==> config.mk <==
export PLATFORM = sky130hd
export DESIGN_NAME = bc_dst_wrctl_flat
export DESIGN_NICKNAME = d
export VERILOG_FILES = /design/src/rtl/bc_dst_wrctl_if.sv /design/src/rtl/bc_dst_wrctl.sv /design/src/flat_wrapper.sv
export SDC_FILE = /design/constraint.sdc
export NUM_CORES = 1
export LEC_CHECK = 0
export ABC_AREA = 1
export CAP_MARGIN = 0
export CORE_MARGIN = 5
export CORE_UTILIZATION = 37
export DETAILED_ROUTE_END_ITERATION = 7
export GPL_TIMING_DRIVEN = 1
export RECOVER_POWER = 25
export SLEW_MARGIN = 25
export SYNTH_ARGS = -nofsm -noshare
export SYNTH_HDL_FRONTEND = slang
export SYNTH_SLANG_ARGS = --single-unit
==> constraint.sdc <==
create_clock -name clk -period 2.3 [get_ports clk]
set_input_delay 0.69 -clock clk [delete_from_list [all_inputs] [get_ports clk]]
set_output_delay 0.69 -clock clk [all_outputs]
set_load 0.01 [all_outputs]
==> src/rtl/bc_dst_wrctl_if.sv <==
// Bus-connect write-side signal bundle: sequencer request, DAG/PS write ports, crossbar handshake.
// Pure wiring, no latency of its own.
// Backpressure is carried by bc_ps_stall (to sequencer) and xb_bc_rdy (from crossbar).
// Optional parity output bc_xb_par exists only when BC_DST_XB_PARITY_EN is defined.
interface bc_dst_wrctl_if #(
   parameter int DW = 16,
   parameter int AW = 4
);
   logic [DW-1:0] bc_dt;
   logic          ps_bc_dst_vld;
   logic [1:0]    ps_bc_dst_sclt;
   logic [AW-1:0] ps_bc_dst_add;
   logic [DW-1:0] bc_dg_wrdt;
   logic [AW-1:0] bc_dg_wadd;
   logic          bc_dg_wen;
   logic [DW-1:0] bc_ps_wrdt;
   logic [AW-1:0] bc_ps_wadd;
   logic          bc_ps_wen;
   logic [DW-1:0] bc_xb_dtx;
   logic          bc_xb_vld;
   logic          xb_bc_rdy;
   logic          bc_ps_stall;
`ifdef BC_DST_XB_PARITY_EN
   logic          bc_xb_par;
`endif

   // Write controller side: consumes requests, drives destinations.
   modport master (
`ifdef BC_DST_XB_PARITY_EN
      output bc_xb_par,
`endif
      input  bc_dt, ps_bc_dst_vld, ps_bc_dst_sclt, ps_bc_dst_add, xb_bc_rdy,
      output bc_dg_wrdt, bc_dg_wadd, bc_dg_wen,
      output bc_ps_wrdt, bc_ps_wadd, bc_ps_wen,
      output bc_xb_dtx, bc_xb_vld, bc_ps_stall
   );

   // Sequencer / destination side.
   modport slave (
`ifdef BC_DST_XB_PARITY_EN
      input  bc_xb_par,
`endif
      output bc_dt, ps_bc_dst_vld, ps_bc_dst_sclt, ps_bc_dst_add, xb_bc_rdy,
      input  bc_dg_wrdt, bc_dg_wadd, bc_dg_wen,
      input  bc_ps_wrdt, bc_ps_wadd, bc_ps_wen,
      input  bc_xb_dtx, bc_xb_vld, bc_ps_stall
   );
endinterface

==> src/rtl/bc_dst_wrctl.sv <==
// Bus-connect write controller: routes bc_dt to DAG/PS register strobes or a crossbar FIFO.
// Latency: DAG/PS 1 clock; crossbar 1 clock minimum (no empty bypass).
// Backpressure: xb_bc_rdy low fills the FIFO; bc_ps_stall (full) rejects crossbar requests.
// Optional macro BC_DST_XB_PARITY_EN adds a stored per-entry even-parity bit on bc_xb_par.
module bc_dst_wrctl #(
   parameter int DW       = 16,
   parameter int AW       = 4,
   parameter int XB_DEPTH = 4
) (
   input  logic clk,
   input  logic rst_n,
   bc_dst_wrctl_if.master bus
);
   localparam int PTW = $clog2(XB_DEPTH);
   localparam int CW  = PTW + 1;
`ifdef BC_DST_XB_PARITY_EN
   localparam int EW  = DW + 1;
`else
   localparam int EW  = DW;
`endif
   localparam logic [CW-1:0] FULL = CW'(XB_DEPTH);

   logic [DW-1:0]  dg_wrdt_q, dg_wrdt_d;
   logic [AW-1:0]  dg_wadd_q, dg_wadd_d;
   logic           dg_wen_q,  dg_wen_d;
   logic [DW-1:0]  ps_wrdt_q, ps_wrdt_d;
   logic [AW-1:0]  ps_wadd_q, ps_wadd_d;
   logic           ps_wen_q,  ps_wen_d;
   logic [EW-1:0]  mem_q [XB_DEPTH];
   logic [EW-1:0]  mem_d [XB_DEPTH];
   logic [PTW-1:0] wr_ptr_q, wr_ptr_d;
   logic [PTW-1:0] rd_ptr_q, rd_ptr_d;
   logic [CW-1:0]  cnt_q, cnt_d;

   logic           stall, accept, push, pop;
   logic [EW-1:0]  push_entry;

   // Request qualification: stall depends on count alone, so a same-cycle pop never frees a slot.
   always_comb begin
      stall  = (cnt_q == FULL);
      accept = bus.ps_bc_dst_vld && !(bus.ps_bc_dst_sclt == 2'b10 && stall);
      push   = accept && (bus.ps_bc_dst_sclt == 2'b10);
      pop    = (cnt_q != '0) && bus.xb_bc_rdy;
`ifdef BC_DST_XB_PARITY_EN
      push_entry = {^bus.bc_dt, bus.bc_dt};
`else
      push_entry = bus.bc_dt;
`endif
   end

   // DAG/PS register ports: one-cycle strobe, data/address hold between writes.
   always_comb begin
      dg_wen_d  = accept && (bus.ps_bc_dst_sclt == 2'b00);
      dg_wrdt_d = dg_wen_d ? bus.bc_dt : dg_wrdt_q;
      dg_wadd_d = dg_wen_d ? bus.ps_bc_dst_add : dg_wadd_q;
      ps_wen_d  = accept && (bus.ps_bc_dst_sclt == 2'b01);
      ps_wrdt_d = ps_wen_d ? bus.bc_dt : ps_wrdt_q;
      ps_wadd_d = ps_wen_d ? bus.ps_bc_dst_add : ps_wadd_q;
   end

   // Crossbar FIFO next state; pointers wrap for free since depth is a power of two.
   always_comb begin
      mem_d = mem_q;
      if (push) mem_d[wr_ptr_q] = push_entry;
      wr_ptr_d = push ? wr_ptr_q + PTW'(1) : wr_ptr_q;
      rd_ptr_d = pop  ? rd_ptr_q + PTW'(1) : rd_ptr_q;
      case ({push, pop})
         2'b10:   cnt_d = cnt_q + CW'(1);
         2'b01:   cnt_d = cnt_q - CW'(1);
         default: cnt_d = cnt_q;
      endcase
   end

   // State registers; reset clears storage too so bc_xb_dtx reads 0 after reset.
   always_ff @(posedge clk or negedge rst_n) begin
      if (!rst_n) begin
         dg_wrdt_q <= '0;
         dg_wadd_q <= '0;
         dg_wen_q  <= 1'b0;
         ps_wrdt_q <= '0;
         ps_wadd_q <= '0;
         ps_wen_q  <= 1'b0;
         wr_ptr_q  <= '0;
         rd_ptr_q  <= '0;
         cnt_q     <= '0;
         for (int i = 0; i < XB_DEPTH; i++) mem_q[i] <= '0;
      end else begin
         dg_wrdt_q <= dg_wrdt_d;
         dg_wadd_q <= dg_wadd_d;
         dg_wen_q  <= dg_wen_d;
         ps_wrdt_q <= ps_wrdt_d;
         ps_wadd_q <= ps_wadd_d;
         ps_wen_q  <= ps_wen_d;
         wr_ptr_q  <= wr_ptr_d;
         rd_ptr_q  <= rd_ptr_d;
         cnt_q     <= cnt_d;
         for (int i = 0; i < XB_DEPTH; i++) mem_q[i] <= mem_d[i];
      end
   end

   assign bus.bc_dg_wrdt  = dg_wrdt_q;
   assign bus.bc_dg_wadd  = dg_wadd_q;
   assign bus.bc_dg_wen   = dg_wen_q;
   assign bus.bc_ps_wrdt  = ps_wrdt_q;
   assign bus.bc_ps_wadd  = ps_wadd_q;
   assign bus.bc_ps_wen   = ps_wen_q;
   assign bus.bc_xb_dtx   = mem_q[rd_ptr_q][DW-1:0];
   assign bus.bc_xb_vld   = (cnt_q != '0);
   assign bus.bc_ps_stall = stall;
`ifdef BC_DST_XB_PARITY_EN
   assign bus.bc_xb_par   = mem_q[rd_ptr_q][DW];
`endif
endmodule

==> src/flat_wrapper.sv <==
// flat-port wrapper written by rule: the top's interface ports become plain ports
module bc_dst_wrctl_flat 
#(
   parameter int DW       = 16,
   parameter int AW       = 4,
   parameter int XB_DEPTH = 4
)
  (clk, rst_n, bus_bc_dt, bus_ps_bc_dst_vld, bus_ps_bc_dst_sclt, bus_ps_bc_dst_add, bus_xb_bc_rdy, bus_bc_dg_wrdt, bus_bc_dg_wadd, bus_bc_dg_wen, bus_bc_ps_wrdt, bus_bc_ps_wadd, bus_bc_ps_wen, bus_bc_xb_dtx, bus_bc_xb_vld, bus_bc_ps_stall);
  bc_dst_wrctl_if #(.DW(DW), .AW(AW)) bus_i ();
  input  logic clk;
  input  logic rst_n;
  input wire logic [$bits(bus_i.bc_dt)-1:0] bus_bc_dt;
  input wire logic [$bits(bus_i.ps_bc_dst_vld)-1:0] bus_ps_bc_dst_vld;
  input wire logic [$bits(bus_i.ps_bc_dst_sclt)-1:0] bus_ps_bc_dst_sclt;
  input wire logic [$bits(bus_i.ps_bc_dst_add)-1:0] bus_ps_bc_dst_add;
  input wire logic [$bits(bus_i.xb_bc_rdy)-1:0] bus_xb_bc_rdy;
  output wire logic [$bits(bus_i.bc_dg_wrdt)-1:0] bus_bc_dg_wrdt;
  output wire logic [$bits(bus_i.bc_dg_wadd)-1:0] bus_bc_dg_wadd;
  output wire logic [$bits(bus_i.bc_dg_wen)-1:0] bus_bc_dg_wen;
  output wire logic [$bits(bus_i.bc_ps_wrdt)-1:0] bus_bc_ps_wrdt;
  output wire logic [$bits(bus_i.bc_ps_wadd)-1:0] bus_bc_ps_wadd;
  output wire logic [$bits(bus_i.bc_ps_wen)-1:0] bus_bc_ps_wen;
  output wire logic [$bits(bus_i.bc_xb_dtx)-1:0] bus_bc_xb_dtx;
  output wire logic [$bits(bus_i.bc_xb_vld)-1:0] bus_bc_xb_vld;
  output wire logic [$bits(bus_i.bc_ps_stall)-1:0] bus_bc_ps_stall;
  assign bus_i.bc_dt = bus_bc_dt;
  assign bus_i.ps_bc_dst_vld = bus_ps_bc_dst_vld;
  assign bus_i.ps_bc_dst_sclt = bus_ps_bc_dst_sclt;
  assign bus_i.ps_bc_dst_add = bus_ps_bc_dst_add;
  assign bus_i.xb_bc_rdy = bus_xb_bc_rdy;
  assign bus_bc_dg_wrdt = bus_i.bc_dg_wrdt;
  assign bus_bc_dg_wadd = bus_i.bc_dg_wadd;
  assign bus_bc_dg_wen = bus_i.bc_dg_wen;
  assign bus_bc_ps_wrdt = bus_i.bc_ps_wrdt;
  assign bus_bc_ps_wadd = bus_i.bc_ps_wadd;
  assign bus_bc_ps_wen = bus_i.bc_ps_wen;
  assign bus_bc_xb_dtx = bus_i.bc_xb_dtx;
  assign bus_bc_xb_vld = bus_i.bc_xb_vld;
  assign bus_bc_ps_stall = bus_i.bc_ps_stall;
  bc_dst_wrctl #(.DW(DW), .AW(AW), .XB_DEPTH(XB_DEPTH)) u_core (.clk(clk), .rst_n(rst_n), .bus(bus_i));
endmodule
==> results.json <==
{
  "fin_area_sq_mm": 0.00692,
  "irDropWorstVdd_v": 0.000451,
  "dieHeight_microns": 128,
  "switching_power_mw": 3.36,
  "criticalPathCategory": "flop to output port",
  "grt_pass1_vias": 4473,
  "ys_top_cells_by_area": "dfrtp_1 55%, nand2_1 13%, nand4_1 7.8%, o21ai_0 7.2%, inv_1 2.6%",
  "period_share": 0.995,
  "p_leak_nw": 3.42,
  "drt-initial-drc-count": 468,
  "p_int_mw": 6.11,
  "startpoint_type": "flop",
  "rr_startpoint": "u_core.cnt_q[1]",
  "ys_seq_area_frac": 0.553,
  "fp.dieW_microns": 128,
  "regArea_sq_mm": 0.00283,
  "cts_hold_buf": 0,
  "p_comb_frac": 0.368,
  "cts_root_buf": "clkbuf_16",
  "rows": 43,
  "yosysMostFrequentCell": "nand2_1",
  "final_hold_viol_count": 0,
  "syn_area_sq_mm": 0.00511,
  "route.detailed.drc": 0,
  "worstPathArrival_ns": 1.60,
  "multiInputGateArea_sq_mm": 0.00194,
  "clkTransAtPathRegs_ns": 0.05,
  "ctsLongestPathBuffers": 2,
  "async_flop_share": 1.00,
  "dp_hpwl_microns": 9400,
  "synth_fp_nets": 613,
  "seq_power_share": 0.327,
  "htree_levels": 4,
  "cts.sinks": 113,
  "ys_types": 22,
  "yosys_register_bits": 113,
  "ios": 86,
  "worst_pin_slew_ns": 1.23,
  "setup_tns_ns": 0,
  "r2r_cells": 9,
  "reg2reg_slack_ns": 0.50,
  "synth_top_cell_by_area": "dfrtp_1",
  "finalSetupViolations": 0,
  "cts_tree": "done",
  "grt_pass1_wl_microns": 24000,
  "layout-drive-gt1-share": 0.127,
  "layoutNonFillerInstCount": 864,
  "critPathTopFamily": "buffers and inverters",
  "ys.flop_type": "dfrtp_1",
  "cp_num_buf_inv": 3,
  "cellPowerDensity_mw_per_mm2": 1370,
  "fin_util": 0.505,
  "maxSlewHeadroom": 0.181,
  "syn_inst": 581,
  "ant_nets": 0,
  "skew_ns": 0.0136,
  "drtPass1Iterations": 5,
  "cts_buffers": 17,
  "antenna_found_initial": 0,
  "antennaDiodeCount": 0,
  "placedCellCount": 829,
  "clk_latency_ns": 0.41,
  "slowest_delay_ns": 0.44,
  "grt-ovfl-total": 0,
  "critPathCaptureType": "output port",
  "vias_per_cell": 5.17,
  "clock_power_share": 0.306,
  "fin_crit_ns": 2.29,
  "r2r_end": "u_core.cnt_q[2]",
  "timing.fmax_ghz": 0.437,
  "grt_max_degree": 71,
  "avgSynthCellArea_sq_um": 8.80,
  "required_ns": 1.61,
  "cap_violations": 0,
  "synth_edf_count": 0,
  "total_power_mw": 9.48,
  "fillers": 1251,
  "switching_share": 0.355,
  "die-area_sq_mm": 0.0163,
  "synth_top_area_frac": 0.553,
  "yosys_warnings": 0,
  "drt-total-wl_microns": 14700,
  "finish.net_count": 703,
  "area_growth_pct": 35.3,
  "outcome": "completed",
  "via_count": 4467,
  "rsz0062_at_grt": "yes",
  "io_buffers": 85,
  "wl_per_cell_microns": 17.0,
  "hold_class": "input pin to async pin",
  "cp_slowest_cell": "dfrtp_2",
  "drv_slew": 0,
  "synthTopCellsByCount": "179 x nand2_1, 113 x dfrtp_1, 74 x o21ai_0, 64 x nand4_1, 36 x inv_1",
  "gp_congestion": 0.789,
  "post_dp_cell_area_sq_mm": 0.00626,
  "crit_fanout": 10,
  "initial_utilization": 0.373,
  "crit_chain": "inv_4, buf_8, o21ai_0, o22ai_1, clkdlybuf4s15_1",
  "core_area_sq_mm": 0.0137,
  "grt_util_all_layers": 0.188
}
## layout make-up
type / instances / area share
sequential: 113 / 0.409
clock inverter: 10 / 0.0260
multi-input combinational: 388 / 0.280
inverter: 36 / 0.0199
timing repair buffer: 115 / 0.165
clock buffer: 22 / 0.0685
tap: 180 / 0.0325
## how the worst max path moves through the flow
| stage | startpoint | endpoint | slack [ns] | cells past startpoint |
|---|---|---|---|---|
| after global routing | u_core.rd_ptr_q[0] | bus_bc_xb_dtx[2] | -0.03 | 5 |
| after floorplan | bus_ps_bc_dst_sclt[1] | u_core.cnt_q[2] | 0.15 | 10 |
| after global placement | bus_ps_bc_dst_sclt[0] | u_core.cnt_q[2] | -0.16 | 11 |
| after CTS | u_core.rd_ptr_q[0] | bus_bc_xb_dtx[12] | -0.03 | 5 |
| final | u_core.rd_ptr_q[0] | bus_bc_xb_dtx[2] | 0.01 | 5 |
| after detailed placement | bus_ps_bc_dst_sclt[0] | u_core.cnt_q[2] | -0.21 | 11 |
## layer usage
layer,wire (microns),share of wire,global-route usage
met1,6370,0.43,0.247
met2,6670,0.45,0.283
met5,0,0,0
met3,1480,0.10,0.0727
met4,154,0.010,0.0649
## power groups by stage
stage	logic, mW	registers (mW)	clock network (mW)
after floorplan	1.92	3.05	0
after global placement	3.46	3.07	0
after detailed placement	3.53	3.09	0
after CTS	3.54	3.07	2.94
after global routing	3.86	3.18	3.03
final	3.48	3.10	2.90
## cell usage in the layout, fill, tap and decap left out, types with 11 or more instances in the layout
master / instances
buf_2: 11
buf_4: 16
clkbuf_16: 17
clkdlybuf4s50_1: 66
dfrtp_1: 112
inv_1: 35
nand2_1: 179
nand4_1: 64
nor2_1: 32
o21ai_0: 63
o22ai_1: 14
## worst register-to-register path, delay by kind of cell, from the launching register on
family                     cells  cell delay (ns)
DFF                            1             0.41
buffers and inverters          1             0.07
and+or+nand+nor                5             0.51
xor gates and xnor gates       1             0.15
adders and majority gates      2             0.54
## cells by family (layout without fill, tap and decap cells)
family	Yosys count	in the layout	synth area share
and+or+nand+nor	288	288	0.260
DFF	113	113	0.553
AOI/OAI and AO/OA	90	90	0.0920
buffers and inverters	80	183	0.0719
adders and majority gates	6	6	0.0161
xor gates and xnor gates	4	4	0.00685
## sequential cells by signal, indices dropped and copies added (netlist names)
name	cells
u_core.bus.bc_dg_wadd	4
u_core.bus.bc_ps_wen	1
u_core.bus.bc_dg_wrdt	16
u_core.bus.bc_ps_wadd	4
u_core.bus.bc_dg_wen	1
u_core.mem_q	64
u_core.cnt_q	3
u_core.bus.bc_ps_wrdt	16
u_core.rd_ptr_q	2
u_core.wr_ptr_q	2
## what timing repair did
| item | 4_1_cts | 5_1_grt |
|---|---|---|
| setup endpoints to repair | 17 | 16 |
| gates cloned | 1 | 0 |
| gates resized for setup | 55 | 32 |
| pin swaps | 3 | 5 |
| buffers inserted | 1 | 1 |
## through the flow
step / hold slack, ns / worst slack [ns]
after floorplan: 0.394 / 0.152
after global placement: 0.448 / -0.156
after detailed placement: 0.454 / -0.207
after CTS: 0.273 / -0.0319
after global routing: 0.431 / -0.0288
final: 0.364 / 0.0120
Power figures use the tool's default switching activity.
